`src/rtl/lcd_pkg.sv`:
```
// lcd_pkg: shared types and constants for the LCD 1602A 4-bit write path.
//   state_e  - one-hot driver FSM states
//   RS_*     - register select values
//   *_DEF    - timing defaults for a 50 MHz clock
//   CMD_*    - LCD command bytes shared with the control block
package lcd_pkg;
  typedef enum logic [8:0] {
    IDLE      = 9'h001,
    SETUP_HI  = 9'h002,
    PULSE_HI  = 9'h004,
    GAP_HI    = 9'h008,
    SETUP_LO  = 9'h010,
    PULSE_LO  = 9'h020,
    EXEC_WAIT = 9'h040,
    DONE      = 9'h080,
    RECOVER   = 9'h100
  } state_e;
  localparam logic RS_CMD  = 1'b0;
  localparam logic RS_DATA = 1'b1;
  localparam int T_AS_DEF   = 2;
  localparam int T_PW_DEF   = 13;
  localparam int T_GAP_DEF  = 50;
  localparam int T_EXEC_DEF = 2100;
  localparam int CNT_W_DEF  = 12;
  localparam logic [7:0] CMD_SETUP      = 8'h28;
  localparam logic [7:0] CMD_ENTRY_MODE = 8'h06;
  localparam logic [7:0] CMD_DISP_ON    = 8'h0C;
  localparam logic [7:0] CMD_CLEAR      = 8'h01;
  localparam logic [7:0] CMD_HOME       = 8'h02;
endpackage

```
`src/rtl/lcd_nibble_driver_if.sv`:
```
// lcd_nibble_driver_if: controller-to-driver command handshake.
//   enable, data_in, rs_in, single_nibble : controller -> driver
//   driver_rdy (1-cycle pulse), busy      : driver -> controller
interface lcd_nibble_driver_if;
  logic       enable;
  logic [7:0] data_in;
  logic       rs_in;
  logic       single_nibble;
  logic       driver_rdy;
  logic       busy;
  modport master (output enable, data_in, rs_in, single_nibble, input driver_rdy, busy);
  modport slave  (input enable, data_in, rs_in, single_nibble, output driver_rdy, busy);
endinterface

```
`src/rtl/lcd_delay_counter.sv`:
```
// lcd_delay_counter: loadable down-counter that stops at zero.
//   clk, rst (sync, active-low), load/load_val : load a new count
//   zero : registered count is zero
module lcd_delay_counter #(
  parameter int CNT_W = 12
) (
  input  logic             clk,
  input  logic             rst,
  input  logic             load,
  input  logic [CNT_W-1:0] load_val,
  output logic             zero
);
  logic [CNT_W-1:0] cnt_q, cnt_d;
  always_comb cnt_d = load ? load_val : (cnt_q == '0 ? cnt_q : cnt_q - 1'b1);
  always_ff @(posedge clk) begin
    if (!rst) cnt_q <= '0;
    else      cnt_q <= cnt_d;
  end
  assign zero = cnt_q == '0;
endmodule

```
`src/rtl/lcd_nibble_driver.sv`:
```
// lcd_nibble_driver: serialises one byte per handshake onto the LCD 4-bit bus.
//   clk, rst (sync, active-low)
//   cmd    : command handshake (slave side)
//   lcd_rs, lcd_rw (tied 0), lcd_e, lcd_db[3:0] : registered LCD pins (DB7..DB4)
module lcd_nibble_driver
  import lcd_pkg::*;
#(
  parameter int T_AS   = T_AS_DEF,
  parameter int T_PW   = T_PW_DEF,
  parameter int T_GAP  = T_GAP_DEF,
  parameter int T_EXEC = T_EXEC_DEF,
  parameter int CNT_W  = CNT_W_DEF
) (
  input  logic                 clk,
  input  logic                 rst,
  lcd_nibble_driver_if.slave   cmd,
  output logic                 lcd_rs,
  output logic                 lcd_rw,
  output logic                 lcd_e,
  output logic [3:0]           lcd_db
);
  // Counter preloads are count-1: a state exits on the edge where the counter is 0.
  localparam logic [CNT_W-1:0] LD_AS = CNT_W'(T_AS - 1);
  localparam logic [CNT_W-1:0] LD_PW = CNT_W'(T_PW - 1);
  localparam logic [CNT_W-1:0] LD_GP = CNT_W'(T_GAP - 1);
  localparam logic [CNT_W-1:0] LD_EX = CNT_W'(T_EXEC - 1);
  localparam logic [CNT_W-1:0] LD_GX = CNT_W'(T_GAP + T_EXEC - 1);
  localparam logic [CNT_W-1:0] LD_RC = CNT_W'(1);
  state_e           state_q, state_d;
  logic [7:0]       byte_q, byte_d;
  logic             single_q, single_d;
  logic             rs_q, rs_d;
  logic [3:0]       db_q, db_d;
  logic             e_q, e_d;
  logic             rdy_q, rdy_d;
  logic             busy_q, busy_d;
  logic             load, zero, accept;
  logic [CNT_W-1:0] load_val;
  lcd_delay_counter #(.CNT_W(CNT_W)) u_cnt (
    .clk(clk), .rst(rst), .load(load), .load_val(load_val), .zero(zero)
  );
  // The last RECOVER edge doubles as an IDLE edge so a held enable is
  // accepted exactly three cycles after driver_rdy.
  assign accept = cmd.enable && (state_q == IDLE || (state_q == RECOVER && zero));
  always_comb begin
    state_d  = state_q;
    byte_d   = byte_q;
    single_d = single_q;
    rs_d     = rs_q;
    db_d     = db_q;
    load     = 1'b0;
    load_val = '0;
    case (state_q)
      SETUP_HI:  if (zero) begin state_d = PULSE_HI; load = 1'b1; load_val = LD_PW; end
      PULSE_HI:  if (zero) begin state_d = GAP_HI;   load = 1'b1; load_val = LD_GP; end
      GAP_HI:    if (zero) begin
        state_d  = single_q ? EXEC_WAIT : SETUP_LO;
        load     = 1'b1;
        load_val = single_q ? LD_EX : LD_AS;
        db_d     = single_q ? db_q : byte_q[3:0];
      end
      SETUP_LO:  if (zero) begin state_d = PULSE_LO;  load = 1'b1; load_val = LD_PW; end
      PULSE_LO:  if (zero) begin state_d = EXEC_WAIT; load = 1'b1; load_val = LD_GX; end
      EXEC_WAIT: if (zero) state_d = DONE;
      DONE:      begin state_d = RECOVER; load = 1'b1; load_val = LD_RC; end
      RECOVER:   if (zero) state_d = IDLE;
      default:   ;
    endcase
    if (accept) begin
      state_d  = SETUP_HI;
      byte_d   = cmd.data_in;
      rs_d     = cmd.rs_in;
      single_d = cmd.single_nibble;
      db_d     = cmd.data_in[7:4];
      load     = 1'b1;
      load_val = LD_AS;
    end
    e_d    = state_d == PULSE_HI || state_d == PULSE_LO;
    rdy_d  = state_d == DONE;
    busy_d = state_d != IDLE;
  end
  always_ff @(posedge clk) begin
    if (!rst) begin
      state_q  <= IDLE;
      byte_q   <= '0;
      single_q <= 1'b0;
      rs_q     <= 1'b0;
      db_q     <= '0;
      e_q      <= 1'b0;
      rdy_q    <= 1'b0;
      busy_q   <= 1'b0;
    end else begin
      state_q  <= state_d;
      byte_q   <= byte_d;
      single_q <= single_d;
      rs_q     <= rs_d;
      db_q     <= db_d;
      e_q      <= e_d;
      rdy_q    <= rdy_d;
      busy_q   <= busy_d;
    end
  end
  assign lcd_rs         = rs_q;
  assign lcd_rw         = 1'b0;
  assign lcd_e          = e_q;
  assign lcd_db         = db_q;
  assign cmd.driver_rdy = rdy_q;
  assign cmd.busy       = busy_q;
endmodule

```
`src/flat_wrapper.sv`:
```
// flat-port wrapper written by rule: the top's interface ports become plain ports
module lcd_nibble_driver_flat import lcd_pkg::*;
#(
  parameter int T_AS   = T_AS_DEF,
  parameter int T_PW   = T_PW_DEF,
  parameter int T_GAP  = T_GAP_DEF,
  parameter int T_EXEC = T_EXEC_DEF,
  parameter int CNT_W  = CNT_W_DEF
)
  (clk, rst, lcd_rs, lcd_rw, lcd_e, lcd_db, cmd_enable, cmd_data_in, cmd_rs_in, cmd_single_nibble, cmd_driver_rdy, cmd_busy);
  lcd_nibble_driver_if cmd_i ();
  input  logic clk;
  input  logic rst;
  output logic lcd_rs;
  output logic lcd_rw;
  output logic lcd_e;
  output logic [3:0] lcd_db;
  input wire logic [$bits(cmd_i.enable)-1:0] cmd_enable;
  input wire logic [$bits(cmd_i.data_in)-1:0] cmd_data_in;
  input wire logic [$bits(cmd_i.rs_in)-1:0] cmd_rs_in;
  input wire logic [$bits(cmd_i.single_nibble)-1:0] cmd_single_nibble;
  output wire logic [$bits(cmd_i.driver_rdy)-1:0] cmd_driver_rdy;
  output wire logic [$bits(cmd_i.busy)-1:0] cmd_busy;
  assign cmd_i.enable = cmd_enable;
  assign cmd_i.data_in = cmd_data_in;
  assign cmd_i.rs_in = cmd_rs_in;
  assign cmd_i.single_nibble = cmd_single_nibble;
  assign cmd_driver_rdy = cmd_i.driver_rdy;
  assign cmd_busy = cmd_i.busy;
  lcd_nibble_driver #(.T_AS(T_AS), .T_PW(T_PW), .T_GAP(T_GAP), .T_EXEC(T_EXEC), .CNT_W(CNT_W)) u_core (.clk(clk), .rst(rst), .cmd(cmd_i), .lcd_rs(lcd_rs), .lcd_rw(lcd_rw), .lcd_e(lcd_e), .lcd_db(lcd_db));
endmodule
```
`config.mk`:
```
export PLATFORM = sky130hd
export DESIGN_NAME = lcd_nibble_driver_flat
export DESIGN_NICKNAME = d
export VERILOG_FILES = /design/src/rtl/lcd_pkg.sv /design/src/rtl/lcd_nibble_driver_if.sv /design/src/rtl/lcd_delay_counter.sv /design/src/rtl/lcd_nibble_driver.sv /design/src/flat_wrapper.sv
export SDC_FILE = /design/constraint.sdc
export NUM_CORES = 1
export LEC_CHECK = 0
export BUFFER_PORTS_ARGS = -buffer_cell sky130_fd_sc_hd__buf_2
export CAP_MARGIN = 20
export CORE_UTILIZATION = 60
export CTS_CLUSTER_SIZE = 20
export DETAILED_ROUTE_END_ITERATION = 12
export PLACE_DENSITY = 0.78
export SLEW_MARGIN = 20
export SYNTH_ARGS = -nofsm -noshare
export SYNTH_HDL_FRONTEND = slang
export SYNTH_SLANG_ARGS = --single-unit
export TNS_END_PERCENT = 10
```
`constraint.sdc`:
```
create_clock -name clk -period 4.9 [get_ports clk]
set_input_delay 0.49 -clock clk [delete_from_list [all_inputs] [get_ports clk]]
set_output_delay 0.49 -clock clk [all_outputs]
set_load 0.02 [all_outputs]
```
==> metrics.log, run 1 <==
INFO  metric outcome = finished, final reports clean
INFO  metric critPathTopFamily = simple AND/OR/NAND/NOR gates
INFO  metric worstRegToRegCells = 6
INFO  metric chain_of_cells_forming_the_critical_path = nor4_1 > nand3_1 > a221o_1 > and4bb_1 > nand4_1 > o41a_1
INFO  metric min_delay_path_depth = 3
INFO  metric count_of_flip_flops_with_a_built_in_enable_after_synthesis = 0
INFO  metric detailed_place.area = 0.001964 sq mm
INFO  metric area_delta_synth_final = 9.420%
INFO  metric slew_headroom = 0.4902
INFO  metric cts-buffers-inserted = 5
INFO  metric global_route.usage.met1 = 0.3582
INFO  metric global_route.usage.met2 = 0.4171
INFO  metric ctsRootBufferMaster = clkbuf_4
INFO  metric tightestPinTransition = 760.1 ps
INFO  metric ys.warnings.count = 0
INFO  metric hpwl = 2.899 mm
INFO  metric clock-sinks = 34
INFO  metric power.density = 567.2 mW/mm^2
INFO  metric critPathMaxStageDelay = 540 ps
INFO  metric crit_type = reg2reg
INFO  metric synth_flop_cell = dfxtp_1
INFO  metric final_layout_size_suffix_gt1_frac = 0.1434
INFO  metric final_common_cell = dfxtp_1
INFO  metric nNetsFinal = 257
INFO  metric worst-endpoint-arrival = 3130 ps
INFO  metric vias = 1782
INFO  metric worst_hold_startpoint = cmd_data_in[0]
INFO  metric grt_pass1_wl = 7.010 mm
INFO  metric ff_latch_area = 680.7 sq um
INFO  metric h-tree-depth = 2
INFO  metric drt_first_iter_violations = 94
INFO  metric cp_max_fo = 13
INFO  metric post_cts.resized_instances = 0
INFO  metric rsz_0062_raised_after_global_routing = no
INFO  metric drt_wl_total = 4.278 mm
INFO  metric worst_skew_pair.late_latency = 360 ps
INFO  metric die_span_in_x = 58.27 um
INFO  metric max_cap_viol_count = 0
INFO  metric place.gp.congestion = 0.8027
INFO  metric initial_core_util = 0.6273
INFO  metric busiest_layer = met2
INFO  metric sort_of_element_at_the_end_of_the_critical_path = register
INFO  metric globalRouteMet3Util = 0.06920
INFO  metric detailedRoute.firstPassIterationCount = 4
INFO  metric routed_wl_per_cell = 14.85 um
INFO  metric yosysUniqueCellTypes = 50
INFO  metric row_count = 20
INFO  metric grt_max_degree = 26
INFO  metric ir_drop = 0.2979 mV
INFO  metric worstPathBufferInverterCount = 0
INFO  metric syn-cell-area = 0.001899 sq mm
INFO  metric synth_nets = 249
INFO  metric cp_data_required_time = 5150 ps
INFO  metric cts_hold_repair.buffers = 0
INFO  metric combined_area_of_the_multi_input_logic_cells = 0.001117 sq mm
INFO  metric core_region_area = 0.003028 sq mm
INFO  metric ys_seq_area_frac = 0.3584
INFO  metric worstHoldEndpoint = u_core.byte_q[0]$_SDFFE_PN0N_
INFO  metric worst_setup_path_start_kind = register
INFO  metric layout.cells.most_common_list = dfxtp_1 (34), nand2_1 (23), nor2_1 (21)
INFO  metric filler_cell_count = 271
INFO  metric grt_overflow_total = 0
INFO  metric synthesis.instances = 235
INFO  metric ios = 22
INFO  metric register_to_register_setup_slack = 2020 ps
INFO  metric antenna_found_initial = 0
INFO  metric route.detailed.vias_per_inst = 6.188
INFO  metric layout_min_cycle_time = 2878 ps
INFO  metric first_global_vias = 1623
INFO  metric grt_resource_usage_total = 0.2714
INFO  metric drt_drc_violations_left = 0
INFO  metric die_h = 58.27 um
INFO  metric worst_clock_skew = 7.911 ps
INFO  metric drv_slew = 0
INFO  metric setup-violations-final = 0
INFO  metric detail-route-antenna-nets = 0
INFO  metric die_area = 0.003395 sq mm
INFO  metric post-cts-setup-buffers = 0
INFO  metric timing.fmax = 347.4 MHz
INFO  metric synth-seq-cells = 34
INFO  metric post-route-cell-area = 0.002078 sq mm
INFO  metric syn_area_per_cell = 8.082 sq um
INFO  metric port_buffers = 20
INFO  metric hold_violations = 0
INFO  metric num_antenna_cells = 0
INFO  metric cts-root-to-sink-buffers = 2
INFO  metric worst_setup_path_startpoint = u_core.u_cnt.cnt_q[3]$_SDFFE_PN0P_
INFO  metric ys_async_sr_fraction = 0
INFO  metric tritoncts_clock_tree = yes
INFO  metric worst_hold_path_type = in2reg
INFO  metric worst_r2r_startpoint = u_core.u_cnt.cnt_q[3]$_SDFFE_PN0P_
INFO  metric final_min_period_over_clock_period = 0.5874
INFO  metric p_leak = 0.8000 nW
INFO  metric timing.critical_path.slowest_stage_cell = nor4_1
INFO  metric setup_total_negative_slack = 0 ps
INFO  metric worst_setup_hold_path_clk_slew = 120 ps
INFO  metric worstReg2RegEnd = u_core.cmd.busy$_SDFF_PN0_
[layer usage]
layer,vias up,part of all wire
met4,0,0.019
met1,839,0.46
met2,65,0.45
met5,-,0
li1,868,-
met3,10,0.068
[logic make-up after synthesis]
| group | Yosys count | synth area share |
|---|---|---|
| AOI/OAI and AO/OA | 48 | 0.1746 |
| xor gates and xnor gates | 11 | 0.05072 |
| adders and majority gates | 1 | 0.006587 |
| buffers and inverters | 24 | 0.05731 |
| DFF | 34 | 0.3584 |
| muxes | 8 | 0.04216 |
| other | 1 | 0.001974 |
| and+or+nand+nor | 108 | 0.3083 |
[worst min-delay path: stages]
cell and delay, ps:
buf_2 90, nand2_1 40, a21oi_1 50
[worst max path at each step]
stage / to / cells after the start
2_1_floorplan: u_core.cmd.busy$_SDFF_PN0_ / 8
3_3_place_gp: u_core.cmd.busy$_SDFF_PN0_ / 7
3_5_place_dp: u_core.cmd.busy$_SDFF_PN0_ / 7
4_1_cts: u_core.cmd.busy$_SDFF_PN0_ / 7
5_1_grt: u_core.lcd_e$_SDFF_PN0_ / 6
6_report: u_core.cmd.busy$_SDFF_PN0_ / 6
[power by group]
group          switching [W]  leakage (nW)  internal [W]
sequential         0.0000563         0.278      0.000337
combinational       0.000304         0.466      0.000214
clock               0.000108        0.0554      0.000159
[final cells by class]
| type | count | share of cell area |
|---|---|---|
| multi-input combinational | 177 | 0.5376 |
| clock buffer | 5 | 0.01806 |
| timing repair buffer | 20 | 0.04816 |
| inverter | 5 | 0.009031 |
| clock inverter | 3 | 0.03311 |
| tap | 44 | 0.02649 |
| sequential | 34 | 0.3275 |
[Yosys cell counts, drive strengths merged (3+ instances only)]
cell type | n | area (sq um)
or3 | 9 | 56.30
nor2 | 21 | 78.83
nand2b | 4 | 25.02
buf | 8 | 48.80
nor3 | 11 | 55.05
nor4 | 13 | 81.33
nor2b | 4 | 25.02
xor2 | 4 | 35.03
nor4b | 4 | 35.03
xnor2 | 7 | 61.31
or2 | 4 | 25.02
mux2i | 8 | 80.08
o21ai | 5 | 25.02
nand2 | 23 | 86.33
or4b | 3 | 30.03
a21oi | 16 | 80.08
dfxtp | 34 | 680.7
inv | 4 | 15.01
a211oi | 7 | 52.55
clkbuf | 11 | 41.29
[registers in the layout (all words and copies together), names as in the netlist]
signal,cells
u_core.state_q,9
u_core.u_cnt.cnt_q,12
u_core.lcd_db,4
u_core.byte_q,4
u_core.lcd_rs,1
u_core.lcd_e,1
u_core.cmd.busy,1
u_core.cmd.driver_rdy,1
u_core.single_q,1
[per-stage QoR]
stage / utilization / hold slack [ps] / setup slack, ps / cells / total power (W)
2_1_floorplan: - / 431.5 / 2524 / 235 / 0.0008192
5_1_grt: 0.6864 / 341.5 / 1798 / 288 / 0.001257
3_5_place_dp: 0.6488 / 450.8 / 1830 / 280 / 0.0009059
6_report: 0.6864 / 354.7 / 2022 / 288 / 0.001179
3_3_place_gp: 0.6488 / 441.6 / 1935 / 280 / 0.0009013
4_1_cts: 0.6839 / 349.5 / 1786 / 288 / 0.001174
No activity file was read; power rests on OpenSTA's default activity.
==> run 2, diff against run 1 <==
--- a/config.mk
+++ b/config.mk
@@ -7,10 +7,10 @@
 export LEC_CHECK = 0
 export BUFFER_PORTS_ARGS = -buffer_cell sky130_fd_sc_hd__buf_2
 export CAP_MARGIN = 20
-export CORE_UTILIZATION = 60
+export CORE_UTILIZATION = 52
 export CTS_CLUSTER_SIZE = 20
 export DETAILED_ROUTE_END_ITERATION = 12
-export PLACE_DENSITY = 0.78
+export PLACE_DENSITY = 0.71
 export SLEW_MARGIN = 20
 export SYNTH_ARGS = -nofsm -noshare
 export SYNTH_HDL_FRONTEND = slang
==> constraint.sdc (replaced) <==
create_clock -name clk -period 2.6 [get_ports clk]
set_input_delay 0.26 -clock clk [delete_from_list [all_inputs] [get_ports clk]]
set_output_delay 0.26 -clock clk [all_outputs]
set_load 0.02 [all_outputs]
==> metrics.log, run 2 (synthesis gave the netlist of run 1 again) <==
INFO  metric worst_setup_hold_path_clk_slew = 110 ps
INFO  metric initial_core_util = 0.5560
INFO  metric routed_wl_per_cell = 14.48 um
INFO  metric whs = 154.7 ps
INFO  metric antenna_found_initial = 0
INFO  metric timing.critical_path.slowest_stage_cell = o41a_1
INFO  metric route.detailed.vias_per_inst = 5.841
INFO  metric nNetsFinal = 281
INFO  metric detailedRoute.firstPassIterationCount = 4
INFO  metric grt_resource_usage_total = 0.2646
INFO  metric final_min_period_over_clock_period = 0.9371
INFO  metric grt_max_degree = 26
INFO  metric timing.fmax = 410.5 MHz
INFO  metric registers.top_by_ff_count = u_core.u_cnt.cnt_q
INFO  metric drt_drc_violations_left = 0
INFO  metric cts-buffers-inserted = 5
INFO  metric final_common_cell = dfxtp_1
INFO  metric num_antenna_cells = 0
INFO  metric ios = 22
INFO  metric worst_clock_skew = 11.31 ps
INFO  metric clock-sinks = 34
INFO  metric tightestPinTransition = 580.5 ps
INFO  metric critPathMaxStageDelay = 430 ps
INFO  metric tritoncts_clock_tree = yes
INFO  metric grt_overflow_total = 0
INFO  metric final_layout_size_suffix_gt1_frac = 0.2239
INFO  metric hpwl = 3.253 mm
INFO  metric cts-root-to-sink-buffers = 2
INFO  metric cp_max_fo = 8
INFO  metric outcome = finished, final reports clean
INFO  metric cp_data_required_time = 2830 ps
INFO  metric vias = 1834
INFO  metric hold_violations = 0
INFO  metric largest_register_ffs = 12
INFO  metric ctsRootBufferMaster = clkbuf_4
INFO  metric place.gp.congestion = 0.8623
INFO  metric area_delta_synth_final = 17.85%
INFO  metric sort_of_element_at_the_end_of_the_critical_path = register
INFO  metric final_core_utilization = 0.6553
INFO  metric worst_hold_path_type = in2reg
INFO  metric crit_type = reg2reg
INFO  metric drt_first_iter_violations = 133
INFO  metric worst-endpoint-arrival = 2670 ps
INFO  metric detail-route-antenna-nets = 0
INFO  metric ir_drop = 0.5183 mV
INFO  metric p_leak = 0.9066 nW
INFO  metric fin_cells = 314
INFO  metric drt_wl_total = 4.548 mm
INFO  metric largest_registers = u_core.u_cnt.cnt_q (12), u_core.state_q (9)
INFO  metric drv_slew = 0
INFO  metric die_h = 62.44 um
INFO  metric row_count = 21
INFO  metric die_area = 0.003898 sq mm
INFO  metric max_cap_viol_count = 0
INFO  metric place.detailed.instances = 306
INFO  metric die_span_in_x = 62.44 um
INFO  metric cts_hold_repair.buffers = 0
INFO  metric core_region_area = 0.003416 sq mm
INFO  metric first_global_vias = 1747
INFO  metric port_buffers = 20
INFO  metric power.density = 1015 mW/mm^2
INFO  metric setup-violations-final = 0
INFO  metric grt_pass1_wl = 8.121 mm
INFO  metric h-tree-depth = 2
INFO  metric worst_setup_path_start_kind = register
INFO  metric slew_headroom = 0.6075
INFO  metric layout_min_cycle_time = 2436 ps
INFO  metric layout.cells.most_common_list = dfxtp_1 (33), buf_4 (24), nand2_1 (23)
INFO  metric chain_of_cells_forming_the_critical_path = inv_1 > ha_1 > nor3b_2 > and3_1 > buf_4 > a41o_1 > a21oi_1 > nand4_1 > o41a_1
INFO  metric worst_skew_pair.late_latency = 340 ps
## run 2: cell types whose count changed in the layout (fill, tap and decap cells not counted), sizes merged
cell	previous run	this run
clkinv	2	1
bufinv	2	1
buf	20	44
clkbuf	5	7
## run 2: worst max-delay path: cells and delay by family (launching register included)
family | cells | cell delay [ps]
and+or+nand+nor | 3 | 610
buffers and inverters | 2 | 250
DFF | 1 | 380
adders and majority gates | 1 | 230
AOI/OAI and AO/OA | 3 | 860
## run 2: final timing paths
path,start,to,slack (ps),cells after the start
setup reg to reg,u_core.u_cnt.cnt_q[0]$_SDFFE_PN0P_,u_core.cmd.busy$_SDFF_PN0_,160,9
hold reg to reg,u_core.byte_q[1]$_SDFFE_PN0N_,u_core.byte_q[1]$_SDFFE_PN0N_,460,2
hold / removal,cmd_single_nibble,u_core.single_q$_SDFFE_PN0N_,150,3
setup / recovery,u_core.u_cnt.cnt_q[0]$_SDFFE_PN0P_,u_core.cmd.busy$_SDFF_PN0_,160,9
## run 2: what timing repair did
action / 4_1_cts / 5_1_grt
setup buffers: 0 / 0
setup endpoints to repair: 0 / 4
gates resized for setup: 0 / 4
endpoints found under the hold margin: 0 / 0
## run 2: final cells by class
cell class,instances,area (sq um)
fill,303,1177
multi-input combinational,177,1125
sequential,34,681.9
timing repair buffer,44,280.3
tap,46,57.56
clock buffer,7,45.04
clock inverter,1,30.03
inverter,5,18.77
## run 2: per-stage QoR
stage / setup TNS [ps] / instance area (sq um) / total power (W) / worst slack [ps]
detailed placement: 0 / 2147 / 0.001872 / 145.0
CTS: 0 / 2222 / 0.002261 / 121.9
global placement: 0 / 2147 / 0.001865 / 159.1
global route: -1.500 / 2238 / 0.002481 / -1.500
finish: 0 / 2238 / 0.002272 / 163.6
floorplan: 0 / 1899 / 0.001544 / 224.0
## run 2: power breakdown
part | total [W] | leakage, nW | switching [W] | internal, W
Clock | 0.000381 | 0.0395 | 0.000177 | 0.000204
Sequential | 0.000732 | 0.279 | 0.0000969 | 0.000635
Combinational | 0.00116 | 0.588 | 0.000630 | 0.000530
## run 2: layer usage
metal  part of all wire  global-route usage
met3              0.045             0.06752
met4              0.015             0.09012
met5                  0                   0
met2               0.45              0.4280
met1               0.49              0.3410
==> run 3, diff against run 2 <==
--- a/config.mk
+++ b/config.mk
@@ -5,12 +5,13 @@
 export SDC_FILE = /design/constraint.sdc
 export NUM_CORES = 1
 export LEC_CHECK = 0
+export ABC_AREA = 1
 export BUFFER_PORTS_ARGS = -buffer_cell sky130_fd_sc_hd__buf_2
 export CAP_MARGIN = 20
-export CORE_UTILIZATION = 52
+export CORE_UTILIZATION = 53
 export CTS_CLUSTER_SIZE = 20
 export DETAILED_ROUTE_END_ITERATION = 12
-export PLACE_DENSITY = 0.71
+export PLACE_DENSITY = 0.72
 export SLEW_MARGIN = 20
 export SYNTH_ARGS = -nofsm -noshare
 export SYNTH_HDL_FRONTEND = slang
==> metrics.log, run 3 <==
INFO  metric outcome = finished, final reports clean
INFO  metric cts_hold_repair.buffers = 0
INFO  metric largest_registers = u_core.u_cnt.cnt_q (12), u_core.state_q (9)
INFO  metric worst_setup_path_start_kind = register
INFO  metric grt_pass1_wl = 8.024 mm
INFO  metric largest_register_ffs = 12
INFO  metric sort_of_element_at_the_end_of_the_critical_path = register
INFO  metric final_layout_size_suffix_gt1_frac = 0.2857
INFO  metric power.density = 1276 mW/mm^2
INFO  metric num_antenna_cells = 0
INFO  metric drt_first_iter_violations = 76
INFO  metric setup-violations-final = 0
INFO  metric setup_total_negative_slack = 0 ps
INFO  metric cp_max_fo = 9
INFO  metric route.detailed.vias_per_inst = 5.195
INFO  metric detailedRoute.firstPassIterationCount = 4
INFO  metric final_core_utilization = 0.6118
INFO  metric core_region_area = 0.004000 sq mm
INFO  metric max_cap_viol_count = 0
INFO  metric cts-root-to-sink-buffers = 2
INFO  metric post-route-cell-area = 0.002447 sq mm
INFO  metric drv_slew = 0
INFO  metric ys_seq_area_frac = 0.3082
INFO  metric p_leak = 1.159 nW
INFO  metric synth-seq-cells = 34
INFO  metric worst_skew_pair.late_latency = 290 ps
INFO  metric crit_type = reg2reg
INFO  metric drt_drc_violations_left = 0
INFO  metric die_h = 66.55 um
INFO  metric count_of_flip_flops_with_a_built_in_enable_after_synthesis = 0
INFO  metric report.power.total = 0.003122 W
INFO  metric hpwl = 3.911 mm
INFO  metric post_cts.resized_instances = 0
INFO  metric place.gp.congestion = 0.9158
INFO  metric h-tree-depth = 2
INFO  metric ys_top_cells_by_area = dfxtp_1 (31%), nand2_1 (11%), nor2_4 (5.6%), nand3_1 (5.0%), nor2_1 (4.2%)
INFO  metric filler_cell_count = 371
INFO  metric port_buffers = 20
INFO  metric timing.fmax = 491.5 MHz
INFO  metric ys_async_sr_fraction = 0
INFO  metric worst-endpoint-arrival = 2220 ps
INFO  metric row_count = 23
INFO  metric synth_flop_cell = dfxtp_1
INFO  metric yosys-top-cells-count = nand2_1 (65), dfxtp_1 (34), nor2_1 (25)
INFO  metric most_area_hungry_cell_type_in_the_yosys_netlist = dfxtp_1
INFO  metric syn-cell-area = 0.002208 sq mm
INFO  metric synthesis.instances = 303
INFO  metric ios = 22
INFO  metric layout_min_cycle_time = 2035 ps
INFO  metric drt_wl_total = 5.022 mm
INFO  metric final_min_period_over_clock_period = 0.7825
INFO  metric tritoncts_clock_tree = yes
INFO  metric ys.warnings.count = 0
INFO  metric nNetsFinal = 342
INFO  metric syn_area_per_cell = 7.288 sq um
INFO  metric worst_clock_skew = 7.542 ps
INFO  metric final_common_cell = nand2_1
INFO  metric yosysUniqueCellTypes = 42
INFO  metric antenna_found_initial = 0
INFO  metric worst_hold_path_type = in2reg
INFO  metric detailed_place.area = 0.002356 sq mm
INFO  metric cp_data_required_time = 2780 ps
INFO  metric initial_core_util = 0.5521
INFO  metric grt_overflow_total = 0
INFO  metric layout.cells.most_common_list = nand2_1 (65), dfxtp_1 (34), nor2_1 (25)
INFO  metric rsz_0062_raised_after_global_routing = no
INFO  metric ir_drop = 0.7088 mV
INFO  metric area_delta_synth_final = 10.82%
INFO  metric post-cts-setup-buffers = 0
INFO  metric grt_resource_usage_total = 0.2468
INFO  metric vias = 1969
INFO  metric synth_nets = 317
INFO  metric cts-buffers-inserted = 5
INFO  metric clock-sinks = 34
INFO  metric hold_violations = 0
INFO  metric grt_max_degree = 18
INFO  metric synth_most_common_cell = nand2_1
INFO  metric first_global_vias = 1764
INFO  metric die_area = 0.004429 sq mm
INFO  metric registers.top_by_ff_count = u_core.u_cnt.cnt_q
INFO  metric die_span_in_x = 66.55 um
INFO  metric worst_setup_hold_path_clk_slew = 70 ps
INFO  metric yosys.area.top_type_share = 0.3082
INFO  metric ctsRootBufferMaster = clkbuf_8
INFO  metric detail-route-antenna-nets = 0
INFO  metric routed_wl_per_cell = 13.25 um
-- run 3: area by class of cell --
cell class / count / area [sq um] / share of cell area
clock buffer: 7 / 86.33 / 0.03528
clock inverter: 1 / 5.005 / 0.002045
inverter: 38 / 150.1 / 0.06135
multi-input combinational: 228 / 1355 / 0.5537
sequential: 34 / 680.7 / 0.2781
tap: 50 / 62.56 / 0.02556
timing repair buffer: 21 / 107.6 / 0.04397
-- run 3: metal layers --
layer,up-vias,part of all wire,GRT usage
met1,905,0.48,0.3182
met5,-,0,0
li1,1030,-,-
met3,7,0.025,0.04623
met2,27,0.48,0.3990
met4,0,0.017,0.1011
-- run 3: through the flow --
| step | instances | setup slack (ps) | hold WS, ps |
|---|---|---|---|
| after floorplan | 303 | 816.5 | 402.9 |
| after global placement | 371 | 674.0 | 452.9 |
| after detailed placement | 371 | 563.2 | 454.1 |
| after CTS | 379 | 552.8 | 212.9 |
| after global routing | 379 | 380.9 | 215.0 |
| final | 379 | 565.4 | 215.5 |
-- run 3: cells by family after synthesis --
| family | share of synthesized area |
|---|---|
| XOR/XNOR | 0.03570 |
| buffers and inverters | 0.07818 |
| flip-flops | 0.3082 |
| adder cells (fa/ha/maj) | 0.005665 |
| AND/OR/NAND/NOR | 0.4397 |
| AO/OA/AOI/OAI | 0.1309 |
| other | 0.001698 |
-- run 3: path summary, 6_finish.rpt --
kind	startpoint	endpoint	slack, ps	cells past startpoint
max	u_core.u_cnt.cnt_q[0]$_SDFFE_PN0P_	u_core.cmd.busy$_SDFF_PN0_	570	15
min	cmd_rs_in	u_core.lcd_rs$_SDFFE_PN0N_	220	3
max reg2reg	u_core.u_cnt.cnt_q[0]$_SDFFE_PN0P_	u_core.cmd.busy$_SDFF_PN0_	570	15
min reg2reg	u_core.lcd_rs$_SDFFE_PN0N_	u_core.lcd_rs$_SDFFE_PN0N_	460	2
-- run 3: worst max-delay path: stages (launching register included) --
cell and delay [ps]:
dfxtp_1 310, inv_1 100, ha_1 240, nand2_2 100
nor2_4 130, nand3_4 100, nor2_8 200, inv_2 70
nand3_1 80, nand2_1 70, nand2_1 90, nand3_1 80
nor2_1 160, nand3_1 100, nand2_1 80, inv_1 40
-- run 3: report_power, final --
group,internal (W),switching (W)
clock,0.000213,0.000184
sequential,0.000697,0.000145
combinational,0.000644,0.00124
